--- src/rtl/frame_capture_controller.sv ---
// -----------------------------------------------------------------------------
// frame_capture_controller
//
// Sequences single-frame captures from the camera pixel reader into the shared
// frame RAM, then hands the RAM over to the colour-recognition processor.
// The controller owns the camera-read enable, multiplexes the single RAM port
// between the camera writer and the processor reader, and pulses a processing
// start once a complete frame has been stored.
//
// Ports
//   i_Clk               system clock
//   i_Reset             asynchronous active-high reset
//   i_Start             capture request, level sampled in IDLE
//   i_Continuous        1 = re-arm automatically after processing
//   i_VS                camera VSYNC, asynchronous to i_Clk
//   i_Cam_Write_Enable  write strobe from the camera pixel reader
//   i_Cam_Address       write address from the camera pixel reader
//   i_Cam_Data          pixel byte from the camera pixel reader
//   i_Proc_Address      read address from the processor
//   i_Proc_Done         processor finished with the frame
//   o_EnableCameraRead  enable to the camera pixel reader
//   o_RAM_Address       RAM address (registered mux)
//   o_RAM_Data          RAM write data (registered mux)
//   o_RAM_Write_Enable  RAM write enable (registered mux)
//   o_Proc_Start        one-cycle pulse, frame ready
//   o_Busy              high in every state except IDLE
//   o_Frame_Count       completed frames, wraps 255 -> 0
//   o_Pixel_Count       writes accepted in the last/current frame
//   o_Overflow          sticky, write attempted beyond MAX_PIXELS
//   o_Timeout           sticky, VSYNC wait exceeded TIMEOUT_CYCLES
//
// State table
//   state      | meaning
//   IDLE       | waiting for i_Start
//   ARM        | waiting for VSYNC high (vertical blanking)
//   WAIT_FRAME | waiting for VSYNC falling edge (start of frame)
//   CAPTURE    | camera enabled, pixel writes routed to RAM
//   HANDOFF    | one cycle, processor start pulse, frame counted
//   PROCESS    | RAM routed to processor, waiting for i_Proc_Done
// -----------------------------------------------------------------------------
module frame_capture_controller #(
  parameter int ADDR_WIDTH     = 15,
  parameter int MAX_PIXELS     = 19200,
  parameter int TIMEOUT_CYCLES = 4000000
) (
  input  logic                  i_Clk,
  input  logic                  i_Reset,
  input  logic                  i_Start,
  input  logic                  i_Continuous,
  input  logic                  i_VS,
  input  logic                  i_Cam_Write_Enable,
  input  logic [ADDR_WIDTH-1:0] i_Cam_Address,
  input  logic [7:0]            i_Cam_Data,
  input  logic [ADDR_WIDTH-1:0] i_Proc_Address,
  input  logic                  i_Proc_Done,
  output logic                  o_EnableCameraRead,
  output logic [ADDR_WIDTH-1:0] o_RAM_Address,
  output logic [7:0]            o_RAM_Data,
  output logic                  o_RAM_Write_Enable,
  output logic                  o_Proc_Start,
  output logic                  o_Busy,
  output logic [7:0]            o_Frame_Count,
  output logic [15:0]           o_Pixel_Count,
  output logic                  o_Overflow,
  output logic                  o_Timeout
);

  typedef enum logic [2:0] {
    S_IDLE       = 3'd0,
    S_ARM        = 3'd1,
    S_WAIT_FRAME = 3'd2,
    S_CAPTURE    = 3'd3,
    S_HANDOFF    = 3'd4,
    S_PROCESS    = 3'd5
  } state_t;

  localparam int              TW           = (TIMEOUT_CYCLES > 2) ? $clog2(TIMEOUT_CYCLES) : 1;
  localparam logic [TW-1:0]   TIMEOUT_LAST = TW'(TIMEOUT_CYCLES - 1);
  localparam logic [15:0]     PIX_MAX      = 16'(MAX_PIXELS);

  state_t        state;
  state_t        state_next;
  logic [TW-1:0] timer;
  logic          timeout_hit;

  logic vs_meta;
  logic vs_sync;
  logic vs_prev;
  logic vs_rise;
  logic vs_fall;

  logic timer_done;
  logic write_ok;
  logic clear_frame;

  // VSYNC synchroniser plus one delay stage for edge detection; an edge on the
  // pin is acted on by the state machine three clocks later.
  always_ff @(posedge i_Clk or posedge i_Reset) begin
    if (i_Reset) begin
      vs_meta <= 1'b0;
      vs_sync <= 1'b0;
      vs_prev <= 1'b0;
    end else begin
      vs_meta <= i_VS;
      vs_sync <= vs_meta;
      vs_prev <= vs_sync;
    end
  end

  assign vs_rise    = vs_sync & ~vs_prev;
  assign vs_fall    = ~vs_sync & vs_prev;
  assign timer_done = (timer == TIMEOUT_LAST);

  // A write at the pixel limit is refused and only raises the overflow flag.
  assign write_ok = i_Cam_Write_Enable && (o_Pixel_Count < PIX_MAX);

  always_comb begin
    state_next  = state;
    timeout_hit = 1'b0;
    case (state)
      S_IDLE: begin
        if (i_Start) state_next = S_ARM;
      end
      S_ARM: begin
        // Level check rather than edge: the frame must start from blanking.
        if (vs_sync) begin
          state_next = S_WAIT_FRAME;
        end else if (timer_done) begin
          state_next  = S_IDLE;
          timeout_hit = 1'b1;
        end
      end
      S_WAIT_FRAME: begin
        if (vs_fall) begin
          state_next = S_CAPTURE;
        end else if (timer_done) begin
          state_next  = S_IDLE;
          timeout_hit = 1'b1;
        end
      end
      S_CAPTURE: begin
        if (vs_rise) state_next = S_HANDOFF;
      end
      S_HANDOFF: begin
        state_next = S_PROCESS;
      end
      S_PROCESS: begin
        if (i_Proc_Done) state_next = i_Continuous ? S_ARM : S_IDLE;
      end
      default: begin
        state_next = S_IDLE;
      end
    endcase
  end

  // Per-frame status clears on a fresh start and on an automatic re-arm.
  assign clear_frame = ((state == S_IDLE) && i_Start) ||
                       ((state == S_PROCESS) && (state_next == S_ARM));

  always_ff @(posedge i_Clk or posedge i_Reset) begin
    if (i_Reset) begin
      state              <= S_IDLE;
      timer              <= '0;
      o_EnableCameraRead <= 1'b0;
      o_RAM_Address      <= '0;
      o_RAM_Data         <= '0;
      o_RAM_Write_Enable <= 1'b0;
      o_Proc_Start       <= 1'b0;
      o_Busy             <= 1'b0;
      o_Frame_Count      <= '0;
      o_Pixel_Count      <= '0;
      o_Overflow         <= 1'b0;
      o_Timeout          <= 1'b0;
    end else begin
      state <= state_next;

      // Timer restarts on every state change, so ARM and WAIT_FRAME each get
      // a full budget.
      if (state_next != state) begin
        timer <= '0;
      end else if ((state == S_ARM) || (state == S_WAIT_FRAME)) begin
        timer <= timer + 1'b1;
      end

      // Outputs decoded from the next state so they line up with the state
      // register.
      o_EnableCameraRead <= (state_next == S_CAPTURE);
      o_Busy             <= (state_next != S_IDLE);
      o_Proc_Start       <= (state_next == S_HANDOFF);

      if ((state == S_CAPTURE) && (state_next == S_HANDOFF)) begin
        o_Frame_Count <= o_Frame_Count + 8'd1;
      end

      // RAM port mux: inputs sampled in the current state, one clock latency.
      case (state)
        S_CAPTURE: begin
          o_RAM_Address      <= i_Cam_Address;
          o_RAM_Data         <= i_Cam_Data;
          o_RAM_Write_Enable <= write_ok;
        end
        S_PROCESS: begin
          o_RAM_Address      <= i_Proc_Address;
          o_RAM_Data         <= '0;
          o_RAM_Write_Enable <= 1'b0;
        end
        default: begin
          o_RAM_Address      <= '0;
          o_RAM_Data         <= '0;
          o_RAM_Write_Enable <= 1'b0;
        end
      endcase

      if (clear_frame) begin
        o_Pixel_Count <= '0;
        o_Overflow    <= 1'b0;
        o_Timeout     <= 1'b0;
      end else begin
        // Strobes are counted up to and including the VSYNC-rise cycle.
        if ((state == S_CAPTURE) && i_Cam_Write_Enable) begin
          if (write_ok) begin
            o_Pixel_Count <= o_Pixel_Count + 16'd1;
          end else begin
            o_Overflow <= 1'b1;
          end
        end
        if (timeout_hit) begin
          o_Timeout <= 1'b1;
        end
      end
    end
  end

endmodule

--- config.mk ---
export PLATFORM = sky130hd
export DESIGN_NAME = frame_capture_controller
export DESIGN_NICKNAME = d
export VERILOG_FILES = /design/src/rtl/frame_capture_controller.sv
export SDC_FILE = /design/constraint.sdc
export NUM_CORES = 1
export LEC_CHECK = 0
export CAP_MARGIN = 10
export CORE_ASPECT_RATIO = 1.1
export CORE_MARGIN = 2
export CORE_UTILIZATION = 44
export CTS_CLUSTER_SIZE = 20
export DETAILED_ROUTE_END_ITERATION = 8
export PLACE_DENSITY = 0.78
export SLEW_MARGIN = 30
export SYNTH_ARGS = -nofsm -noshare
export SYNTH_HDL_FRONTEND = slang
export SYNTH_SLANG_ARGS = --single-unit
--- constraint.sdc ---
create_clock -name i_Clk -period 2.7 [get_ports i_Clk]
set_input_delay 0.54 -clock i_Clk [delete_from_list [all_inputs] [get_ports i_Clk]]
set_output_delay 0.54 -clock i_Clk [all_outputs]
set_load 0.03 [all_outputs]
==> results of run 1 <==
## placed cells by master (no fill, tap or decap), types with 3 or more instances in the layout
cell type,n
nand3_1,12
nand2b_1,3
or3b_2,3
a21oi_1,11
bufinv_16,3
a31oi_1,4
nor2_1,48
nor3_1,8
dfrtp_1,81
nand2_1,31
buf_4,3
nor3b_1,3
xor2_1,21
xnor2_1,17
nand4_1,15
a22o_1,15
clkdlybuf4s50_1,97
nor4_1,3
and4_1,5
o21ai_0,7
clkbuf_8,10
ha_1,3
inv_1,3
nor2b_1,3
mux2i_1,4
and2_1,11
## final cells by class
type                            count  area (µm²)  area share (%)
Sequential cell                    81        2027           39.86
Multi-Input combinational cell    252        1638           32.21
Timing Repair Buffer              101        1013           19.93
Tap cell                          111       138.9           2.731
Clock buffer                       10       137.6           2.707
Clock inverter                      6       113.9           2.239
Inverter                            4       16.27          0.3199
## worst paths after layout
check / slack, ns / startpoint / depth (start not counted) / to
worst max-delay path: 0.54 / state[0] / 5 / timer[17]
min in group asynchronous: 0.52 / i_Reset / 2 / o_RAM_Address[14]
worst max register to register: 0.54 / state[0] / 5 / timer[17]
worst min register to register: 0.36 / vs_meta / 0 / vs_sync
worst min-delay path: 0.36 / vs_meta / 0 / vs_sync
max in group asynchronous: 1.55 / i_Reset / 3 / timer[18]
## critical path: cells and delay by family (launching register included)
family	cells	cell delay [ns]
XOR/XNOR	2	0.49
flip-flops	1	0.71
AND/OR/NAND/NOR	3	0.83
## sequential cells by signal, indices dropped and copies added, names as in the netlist, 3 cells and up
register / count
o_RAM_Address: 15
state: 3
o_Frame_Count: 8
o_RAM_Data: 8
timer: 22
o_Pixel_Count: 16
## metal layers
layer	vias up	track usage, %	share of wire (%)	routed length (µm)
li1	1416	-	-	-
met1	1439	21.98	41	3317
met2	99	31.27	50	4106
met3	14	5.060	7.3	599
met4	0	7.463	1.8	149
met5	-	0	0	0
## stage by stage
step                util, %  hold slack, ns
finish                60.79          0.3638
global route          60.79          0.3978
CTS                   60.79          0.3768
detailed placement    57.79          0.3542
global placement      57.79          0.3439
floorplan                 -          0.3312
## power by group through the flow
stage / logic (µW) / clock network (µW) / registers, µW
2_1_floorplan: 852 / 0 / 1880
3_3_place_gp: 1570 / 0 / 1630
3_5_place_dp: 1600 / 0 / 1640
4_1_cts: 1610 / 1110 / 1620
5_1_grt: 1720 / 1160 / 1660
6_report: 1590 / 1090 / 1620
## cell usage after synthesis, drive strengths merged, types with 2 or more instances
cell type | instances | share of area [%]
nand3 | 12 | 1.6
nor2 | 50 | 5.1
xnor2 | 17 | 3.9
nand4 | 16 | 2.8
and2 | 11 | 1.8
and4 | 6 | 1.4
dfrtp | 81 | 53
o2111ai | 2 | 0.46
nor4 | 6 | 1.7
buf | 8 | 1.7
nand2 | 31 | 3.1
nor3b | 3 | 0.59
a22o | 15 | 3.5
nor2b | 3 | 0.49
a21o | 2 | 0.43
xor2 | 21 | 4.8
a21oi | 11 | 1.5
or3b | 3 | 0.69
o211ai | 2 | 0.40
nor3 | 9 | 1.3
clkbuf | 8 | 1.3
o21ai | 7 | 0.92
nand2b | 3 | 0.49
inv | 4 | 0.40
ha | 3 | 0.99
mux2i | 4 | 1.1
a31oi | 4 | 0.66
## cells by family (layout without fill, tap and decap cells)
family | count (synthesis) | in the layout | share of synthesized area (%)
compound gates | 45 | 45 | 8.773
simple gates | 161 | 161 | 23.29
flops | 81 | 81 | 53.43
mux | 5 | 5 | 1.352
fa+ha+maj | 3 | 3 | 0.9896
buf+inv | 20 | 121 | 3.397
xor+xnor | 38 | 38 | 8.773
==> metrics.cfg, run 1 <==
[route]
drt_iter0_drc = 135
via_count = 2968
wl_um = 8172
drt_first_pass_iters = 4
avgRoutedWirePerCell_um = 14.46
viasPerCell = 5.253
drc_errors = 0
antenna_left = 0

[sta]
skew_ns = 0.01268
hold_violations = 0
setup_tns_ns = 0
slew_viol_final = 0
worst_slew_pin_slew_ns = 0.6885
rsz0062_at_grt = no
relSlewSlack_pct = 54.05
finalWorstSetupSlack_ns = 0.5388
finalSetupViolCount = 0
period_share_pct = 80.04
period_needed_ns = 2.161
timing.fmax_mhz = 462.7

[place]
placed_area_mm2 = 0.004833
place_congestion = 0.8746
dp_cells = 549
post-place-ws_ns = 0.4624
dpl.hpwl_um = 5816
io_buffers = 97

[critical_path]
slowest_stage = dfrtp_1
crit_type = register to register
critPathLaunchType = register
worstSetupEndpointType = register
required_ns = 2.93
max_stage_delay_ns = 0.71
crit_fanout = 21
cp.arrival_ns = 2.39
path_cells = xnor2_1, nor4_2, nand3_1, xor2_1, nor2_1

[layout]
syn2layout_area_growth_pct = 34.04
antenna_cells = 0
final_layout_size_suffix_gt1_share_pct = 8.811
nFillCells = 668
fin_cells = 565
final_nets = 497
final_cell_area_mm2 = 0.005085

[clock_network]
cts_max_path_buffers = 2
post_cts_buffers = 0
cts-htree-levels = 3
cts-resized-gates = 0
cts_made_buffers = 9
clk_root_buffer_cell = clkbuf_8
cts.sinks = 81
clkTransAtPathRegs_ns = 0.09
clk_latency_ns = 0.35
cts_tree = built
holdBufCountCts = 0

[global_route]
grt_pass1_wl_um = 13560
grtUsageTotal_pct = 18.28
grt_overflow = 0
first_global_vias = 2829
antenna_found_initial = 0
grt_start_max_net_pins = 56

[floorplanning]
die_h_um = 101.4
core-area_mm2 = 0.008364
die-area_mm2 = 0.009382
num_rows = 35
start_util_pct = 45.36
ioPinCount = 98
die_w_um = 92.54

[synth]
synth_cells = 353
ys_seq_area_share_pct = 53.43
async_reset_ff_share_pct = 100.0
yosysWarnings = 0
syn_area_mm2 = 0.003794
syn_avg_cell_area_um2 = 10.75
syn_nets = 401
synth_edf_count = 0
ys_types = 48
ys_ff_latch = 81
synth_flop_cell = dfrtp_1

[power]
intPower_uw = 2730
power_uw = 4301
power_switching_uw = 1571
pwr-share-seq_pct = 37.6
power_density_mw_per_mm2 = 845.9
p_leak_uw = 0.002162
ir_worst_vdd_mv = 0.4771
p_sw_share_pct = 36.52
pwr-share-comb_pct = 37.1
clkPwrFrac_pct = 25.4

[hold_path]
hold_class = register to register

[run_status]
status = completed

[run]
maxCapViolCount = 0

No activity file was read; power rests on OpenSTA's default activity.
==> run 2, diff against run 1 <==
--- a/config.mk
+++ b/config.mk
@@ -8,10 +8,10 @@
 export CAP_MARGIN = 10
 export CORE_ASPECT_RATIO = 1.1
 export CORE_MARGIN = 2
-export CORE_UTILIZATION = 44
+export CORE_UTILIZATION = 49
 export CTS_CLUSTER_SIZE = 20
 export DETAILED_ROUTE_END_ITERATION = 8
-export PLACE_DENSITY = 0.78
+export PLACE_DENSITY = 0.82
 export SLEW_MARGIN = 30
 export SYNTH_ARGS = -nofsm -noshare
 export SYNTH_HDL_FRONTEND = slang
==> constraint.sdc (replaced) <==
create_clock -name i_Clk -period 2 [get_ports i_Clk]
set_input_delay 0.4 -clock i_Clk [delete_from_list [all_inputs] [get_ports i_Clk]]
set_output_delay 0.4 -clock i_Clk [all_outputs]
set_load 0.03 [all_outputs]
==> run 2 against run 1 <==
Non-clock buffer count grew 9. Combinational power grew 48%. Power grew 35%. First-iteration DRC count shrank 32%. Via count grew 1.3%. Setup slack lost 0.47 ns. Global-route usage grew 2.9 points.
==> metrics.cfg, run 2 (synthesized netlist as in run 1, its figures left out) <==
[run_status]
status = completed

[global_route]
grt_start_max_net_pins = 82  ; +46%
grt_busiest_layer = met2
use_met3_pct = 7.890  ; +2.8 points
first_global_vias = 2922  ; +3.3%
grtUsageTotal_pct = 21.19  ; +2.9 points
grt_pass1_wl_um = 13680  ; +0.86%
globalRouteMet2Util_pct = 35.29  ; +4.0 points
use_met1_pct = 25.43  ; +3.4 points
grt_overflow = 0  ; unchanged
antenna_found_initial = 0  ; unchanged

[critical_path]
cp.arrival_ns = 1.53  ; -0.86 ns
cp_top_family = buffers and inverters
worstRegToRegCells = 7  ; +2
slowest_stage = clkdlybuf4s50_1
worstSetupEndpointType = primary output
cp_num_cells = 1  ; -4
max_stage_delay_ns = 0.71  ; about the same
path_cells = clkdlybuf4s50_1
crit_type = register to primary output
worst-path-buf-inv = 1  ; +1
critPathLaunch = o_Pixel_Count[10]
required_ns = 1.60  ; -1.33 ns
cp-endpoint = o_Pixel_Count[10]
r2r_start = timer[0]
critPathLaunchType = register
ff2ff_setup_slack_ns = 0.11  ; -0.43 ns
r2r_end = timer[1]
crit_fanout = 7  ; -67%

[floorplanning]
die_h_um = 96.29  ; -5.0%
ioPinCount = 98  ; unchanged
num_rows = 33  ; -5.7%
die_w_um = 87.90  ; -5.0%
core-area_mm2 = 0.007473  ; -11%
die-area_mm2 = 0.008463  ; -9.8%
start_util_pct = 50.76  ; +5.4 points

[layout]
syn2layout_area_growth_pct = 35.62
final_core_util_pct = 68.84  ; +8.1 points
largest_register = timer
mostFrequentLayoutCells = clkdlybuf4s50_1 (97), dfrtp_1 (81), nor2_1 (48), nand2_1 (31), xor2_1 (21)
antenna_cells = 0  ; unchanged
final_common_cell = clkdlybuf4s50_1
final_layout_size_suffix_gt1_share_pct = 11.02  ; +2.2 points
reg_top3 = timer: 22 flops, o_Pixel_Count: 16 flops, o_RAM_Address: 15 flops
largest_reg_flops = 22  ; unchanged
final_nets = 506  ; +1.8%

[route]
viasPerCell = 5.292  ; +0.75%
via_count = 3006  ; +1.3%
drc_errors = 0  ; unchanged
avgRoutedWirePerCell_um = 14.84  ; +2.6%
wl_um = 8428  ; +3.1%
drt_first_pass_iters = 4  ; unchanged
drt_iter0_drc = 92  ; -32%
antenna_left = 0  ; unchanged

[sta]
relSlewSlack_pct = 56.31  ; +2.3 points
slew_viol_final = 0  ; unchanged
rsz0062_at_grt = no
hold_violations = 0  ; unchanged
period_needed_ns = 1.929
setup_tns_ns = 0  ; unchanged
worst_slew_pin_slew_ns = 0.6507  ; -0.03778 ns
skew_ns = 0.008078  ; -0.004601 ns
period_share_pct = 96.43
timing.fmax_mhz = 518.5
finalSetupViolCount = 0  ; unchanged

[power]
ir_worst_vdd_mv = 0.5255  ; +10%
p_leak_uw = 0.002202  ; +1.8%
power_density_mw_per_mm2 = 1129  ; +33%

[clock_network]
cts_tree = built
cts.sinks = 81  ; unchanged
clk_latency_ns = 0.35  ; about the same
clk_root_buffer_cell = clkbuf_8
cts_max_path_buffers = 2  ; unchanged
cts-htree-levels = 3  ; unchanged
clkTransAtPathRegs_ns = 0.08  ; about the same
cts_made_buffers = 9  ; unchanged

[place]
io_buffers = 97  ; unchanged
dpl.hpwl_um = 6071  ; +4.4%
place_congestion = 0.9335  ; +6.7%

[run]
maxCapViolCount = 0  ; unchanged

[hold_path]
hold_path.startpoint = vs_meta
hold_class = register to register
whs_path_depth = 0  ; unchanged

run 2: worst reg2reg max path: stages, from the launching register on:
cell	delay, ns
dfrtp_1	0.40
ha_2	0.21
and4b_1	0.20
nand4_1	0.08
or3_4	0.37
a32oi_4	0.26
buf_12	0.19
a21oi_1	0.07
run 2: power by group:
group / internal [µW] / switching [µW]
clock: 741 / 601
combinational: 1000 / 1360
sequential: 1910 / 194
total: 3650 / 2160
run 2: worst min-delay path by stage:
stage / to / slack, ns
floorplan: vs_sync / 0.33
global placement: vs_sync / 0.34
detailed placement: vs_sync / 0.36
CTS: vs_sync / 0.37
global route: vs_sync / 0.37
finish: vs_sync / 0.37
run 2: area by class of cell:
type | instances | area [µm²]
multi-input cells | 252 | 1647
fillers | 590 | 2328
inverters | 4 | 18.77
clock inverters | 6 | 90.09
flip-flops and latches | 81 | 2027
repair buffers | 110 | 1094
clock buffers | 10 | 137.6
well taps | 105 | 131.4
run 2: timing repair:
| item | in CTS | in global routing |
|---|---|---|
| buffers inserted | 0 | 0 |
| gates resized for setup | 0 | 2 |
| endpoints found under the setup margin | 0 | 3 |
| hold buffers | 0 | 0 |
run 2: through the flow:
stage	std cells	hold slack [ns]	total power [µW]	setup WS [ns]	instance area, µm²
after floorplan	353	0.3312	3691	0.2190	3797
after global placement	552	0.3351	4440	0.07599	4908
after detailed placement	552	0.3607	4500	0.08805	4908
after CTS	568	0.3727	5855	0.05730	5136
after global routing	568	0.3744	6134	0.01536	5145
final	568	0.3727	5810	0.07130	5145
run 2: metal layers:
metal  up-vias  wire (µm)
met5         -          0
met4         0        153
met3        11        629
met2       107       4264
met1      1448       3381
li1       1440          -
